[config.mk]
export PLATFORM = sky130hd
export DESIGN_NAME = pmem_dat_arbiter
export DESIGN_NICKNAME = d
export VERILOG_FILES = /design/src/rtl/pmem_dat_arbiter.sv
export SDC_FILE = /design/constraint.sdc
export NUM_CORES = 1
export LEC_CHECK = 0
export ABC_AREA = 1
export BUFFER_PORTS_ARGS = -buffer_cell sky130_fd_sc_hd__clkbuf_2
export CORE_ASPECT_RATIO = 1.5
export CORE_MARGIN = 4
export CORE_UTILIZATION = 33
export CTS_BUF_LIST = sky130_fd_sc_hd__clkbuf_16
export CTS_CLUSTER_SIZE = 16
export DETAILED_ROUTE_END_ITERATION = 6
export GPL_TIMING_DRIVEN = 0
export PLACE_DENSITY = 0.9
export SLEW_MARGIN = 20
export SYNTH_ARGS = -nofsm -noshare
export SYNTH_HDL_FRONTEND = slang
export SYNTH_SLANG_ARGS = --single-unit
[constraint.sdc]
create_clock -name sys_clk_i -period 4.2 [get_ports sys_clk_i]
set_clock_uncertainty 0.05 [all_clocks]
set_input_delay 0.63 -clock sys_clk_i [delete_from_list [all_inputs] [get_ports sys_clk_i]]
set_output_delay 0.63 -clock sys_clk_i [all_outputs]
set_load 0.02 [all_outputs]
[src/rtl/pmem_dat_arbiter.sv]
// Two-master round-robin arbiter for the program-memory Wishbone data port.
// The grant is registered and stays with the owner while it holds CYC.
module pmem_dat_arbiter #(
    parameter int unsigned AW = 13,
    parameter int unsigned DW = 16
) (
    input  logic          sys_clk_i,
    input  logic          sys_rst_i,
    input  logic [AW-1:0] m0_adr_i,
    input  logic [DW-1:0] m0_dat_i,
    input  logic          m0_we_i,
    input  logic          m0_cyc_i,
    input  logic          m0_stb_i,
    output logic [DW-1:0] m0_dat_o,
    output logic          m0_ack_o,
    input  logic [AW-1:0] m1_adr_i,
    input  logic [DW-1:0] m1_dat_i,
    input  logic          m1_we_i,
    input  logic          m1_cyc_i,
    input  logic          m1_stb_i,
    output logic [DW-1:0] m1_dat_o,
    output logic          m1_ack_o,
    output logic [AW-1:0] s_adr_o,
    output logic [DW-1:0] s_dat_o,
    output logic          s_we_o,
    output logic          s_cyc_o,
    output logic          s_stb_o,
    input  logic [DW-1:0] s_dat_i,
    input  logic          s_ack_i,
    output logic [1:0]    gnt_o
);

    typedef enum logic [1:0] {
        IDLE = 2'd0,
        G0   = 2'd1,
        G1   = 2'd2
    } state_t;

    state_t state;
    state_t state_nxt;
    // 1 = M1 was the most recent owner, so M0 wins the next tie
    logic   last_owner;
    logic   last_owner_nxt;

    // State and round-robin history registers
    always_ff @(posedge sys_clk_i or negedge sys_rst_i) begin
        if (!sys_rst_i) begin
            state      <= IDLE;
            last_owner <= 1'b1;
        end else begin
            state      <= state_nxt;
            last_owner <= last_owner_nxt;
        end
    end

    // Next-state: grant held while owner CYC is high, direct hand-off on release
    always_comb begin
        state_nxt      = state;
        last_owner_nxt = last_owner;
        case (state)
            IDLE: begin
                if (m0_cyc_i && !m1_cyc_i) begin
                    state_nxt = G0;
                end else if (m1_cyc_i && !m0_cyc_i) begin
                    state_nxt = G1;
                end else if (m0_cyc_i && m1_cyc_i) begin
                    state_nxt = last_owner ? G0 : G1;
                end
            end
            G0: begin
                if (!m0_cyc_i) begin
                    last_owner_nxt = 1'b0;
                    state_nxt      = m1_cyc_i ? G1 : IDLE;
                end
            end
            G1: begin
                if (!m1_cyc_i) begin
                    last_owner_nxt = 1'b1;
                    state_nxt      = m0_cyc_i ? G0 : IDLE;
                end
            end
            default: begin
                state_nxt = IDLE;
            end
        endcase
    end

    // Output mux: owner drives the slave, slave ack routed only to the owner
    always_comb begin
        s_adr_o  = '0;
        s_dat_o  = '0;
        s_we_o   = 1'b0;
        s_cyc_o  = 1'b0;
        s_stb_o  = 1'b0;
        m0_ack_o = 1'b0;
        m1_ack_o = 1'b0;
        gnt_o    = 2'b00;
        m0_dat_o = s_dat_i;
        m1_dat_o = s_dat_i;
        case (state)
            G0: begin
                s_adr_o  = m0_adr_i;
                s_dat_o  = m0_dat_i;
                s_we_o   = m0_we_i;
                s_cyc_o  = m0_cyc_i;
                s_stb_o  = m0_stb_i;
                m0_ack_o = s_ack_i;
                gnt_o    = 2'b01;
            end
            G1: begin
                s_adr_o  = m1_adr_i;
                s_dat_o  = m1_dat_i;
                s_we_o   = m1_we_i;
                s_cyc_o  = m1_cyc_i;
                s_stb_o  = m1_stb_i;
                m1_ack_o = s_ack_i;
                gnt_o    = 2'b10;
            end
            default: begin
                gnt_o = 2'b00;
            end
        endcase
    end

endmodule

==> run metrics <==
CP Depth=6; net count reported at finish=a little over 400; Sum Neg Setup Slack=0 ns; Num CTS Buffers=3; sequential-to-total area share from yosys stat=0.0709; drt initial violations=16; Most Frequent Cell on Critical Path=inv_1; setup bufs post-CTS=0; via-per-instance ratio=roughly 4.3; cell-internal power=around 0.00045 W; std cell rows=25; Synth cell types=16; initial antenna violation count=0; mean area per synthesized cell=approximately 5.8 µm²; largest net degree at the start of global routing=11; # fillers=305; CTS max path bufs=2; asr flop ratio synth=1.00; final hold slack=roughly 0.14 ns; Synth Warn #=0; Max Transition Viols Final=0; GPL Wtd Cong=around 0.76; share of layout cells above drive strength 1=0.576; Worst EP required=3.52 ns; Die X=approximately 55 µm; Synth top cells by count=nand2_1 (81), buf_4 (39), a21oi_1 (31); worst reg2reg path depth=10; Synth Flop Type=dfrtp_1; top post-synthesis cells by area=nand2_1 (28%), buf_4 (27%), a21oi_1 (14%); TritonCTS clock tree=done; CP max-delay cell=dfrtp_1; largest area contributor in the synthesized netlist=nand2_1; CP bufs+invs=4; Leak=1.16 nW; crit path capture=s_adr_o[6]; Post-DRT Antenna Nets=0; Area growth syn-to-layout=74.3%; CP Launch Type=register; Hold Path Class=in2async; Via Count=between 1,500 and 2,000; CP Class=reg2out; final setup vio count=0; maximum VDD drop=around 0.0004 V; RSZ-0062 raised after global routing=false; Crit Reg-Reg Endpoint=state[1]; most numerous cell in the Yosys netlist=nand2_1; first-pass GRT wire length=roughly 5900 µm; outcome=completed; GR Util met1=0.160; met3 usage=0.0326; Final period util=0.594; Clk pwr share=0.150; DRT Wirelength=4060 µm; worst reg2reg path startpoint=state[0]; net switching power figure=between 0.0005 and 0.0006 W; met2 track demand over resource=0.355; Hold Fails Final Rpt=0; synthesized area=~0.0011 mm²; launch point of the worst path=state[0]; CP top delay family=buffers and inverters; # clock sinks=3; DRC viols=0; Max Clk Rate=approximately 400 MHz; Slew HR=0.721; multi-input logic area=roughly 630 µm²; worst reg-to-reg setup slack=about 2.8 ns; PortBufs=134; CP Max Fanout=10; top-area cell type share of the netlist area=0.283; Worst-Margin Slew=around 0.42 ns; Initial Utilization=0.341; CTS resizes=0; endpoint class of the critical path=output port; ANT cells=0; sequential share of power=0.059; Largest stage delay, worst path=just over 0.4 ns; gr busiest metal=met2; # hold bufs at CTS=0; Reg area=around 76 µm²; die footprint=around 0.0043 mm²; CP Cell Sequence=inv_1 > ha_1 > inv_1 > clkbuf_1 > a21oi_1 > clkbuf_2; Post-synth EDFFs=0; GRT Overall Usage=0.179; Root Buffer=clkbuf_16; CP Data Arrival Time=1.82 ns; Gate Count Post-Synth=185; maxcap violations=0; Worst-Skew Late Latency=0.23 ns; Initial DRT Pass Iterations=4; die height=slightly below 80 µm; H-tree depth reported by CTS=1; Switching Fraction=0.553; Final min period=2.50 ns; Seq cells post-synth=3; Congestion Overflow GR=0; vias in the first global route=1,460; PwrDens=roughly 540 mW/mm²; share of power burned in combinational logic=0.791; Clk pin slew, worst setup/hold paths=0.03 ns; CORE AREA=roughly 0.0032 mm²; # IOs=between 150 and 200; post-DP HPWL=between 3000 and 4000 µm; Avg WL per Cell=about 11 µm; syn nets=roughly 280
cells by family after synthesis:
group	after synthesis	synth area share
buffers and inverters	54	0.342
adders and majority gates	8	0.0930
DFF	3	0.0709
and+or+nand+nor	89	0.350
AOI/OAI and AO/OA	31	0.144
layout by cell type (no fill, tap or decap):
cell type / netlist / routed
nand3b_1: 1 / 1
buf_6: 2 / 2
a21oi_1: 31 / 31
nor2_1: 1 / 1
nand3_1: 1 / 1
inv_4: 1 / 1
dfstp_2: 1 / 1
clkbuf_2: 0 / 134
nor2_4: 1 / 1
buf_4: 39 / 39
buf_2: 1 / 1
inv_1: 9 / 10
dfrtp_1: 2 / 2
clkbuf_16: 0 / 3
nand2_1: 81 / 81
nand2_4: 4 / 4
ha_1: 8 / 8
clkbuf_1: 2 / 2
final cells by class:
class | count | area share
inverter | 10 | 0.0213
tap | 40 | 0.0267
sequential | 3 | 0.0407
buffer | 44 | 0.175
timing repair buffer | 134 | 0.358
clock inverter | 1 | 0.00200
multi-input combinational | 128 | 0.337
clock buffer | 3 | 0.0400
registers in the layout (all words and copies together) (netlist names):
name        cells
state           2
last_owner      1
power by group through the flow:
stage          Clock (W)  Sequential (W)  Combinational, W
2_1_floorplan          0       0.0000565          0.000570
3_3_place_gp           0       0.0000583          0.000796
3_5_place_dp           0       0.0000595          0.000810
4_1_cts         0.000155       0.0000592          0.000812
5_1_grt         0.000159       0.0000616          0.000886
6_report        0.000152       0.0000593          0.000801
routing by layer:
metal  up-vias  wire length (µm)
met1       668              1290
met5         -                 0
li1        812                 -
met2        85              2260
met4         0                20
met3         3               491
worst min-delay path by stage:
stage	from	to	slack, ns	cells past startpoint
floorplan	sys_rst_i	state[0]	0.28	0
global placement	sys_rst_i	state[1]	0.38	1
detailed placement	sys_rst_i	state[0]	0.38	1
CTS	sys_rst_i	state[0]	0.14	1
global route	sys_rst_i	state[0]	0.14	1
finish	sys_rst_i	state[0]	0.14	1
per-stage QoR:
| step | instance area (µm²) | utilization | std cells | setup WS, ns | power, W |
|---|---|---|---|---|---|
| floorplan | 1080 | - | 185 | 2.19 | 0.000626 |
| global placement | 1800 | 0.569 | 359 | 1.96 | 0.000854 |
| detailed placement | 1800 | 0.569 | 359 | 1.93 | 0.000870 |
| CTS | 1880 | 0.594 | 363 | 1.70 | 0.00103 |
| global route | 1880 | 0.594 | 363 | 1.50 | 0.00111 |
| finish | 1880 | 0.594 | 363 | 1.70 | 0.00101 |
Note: power is estimated with default switching activity, not from simulation.
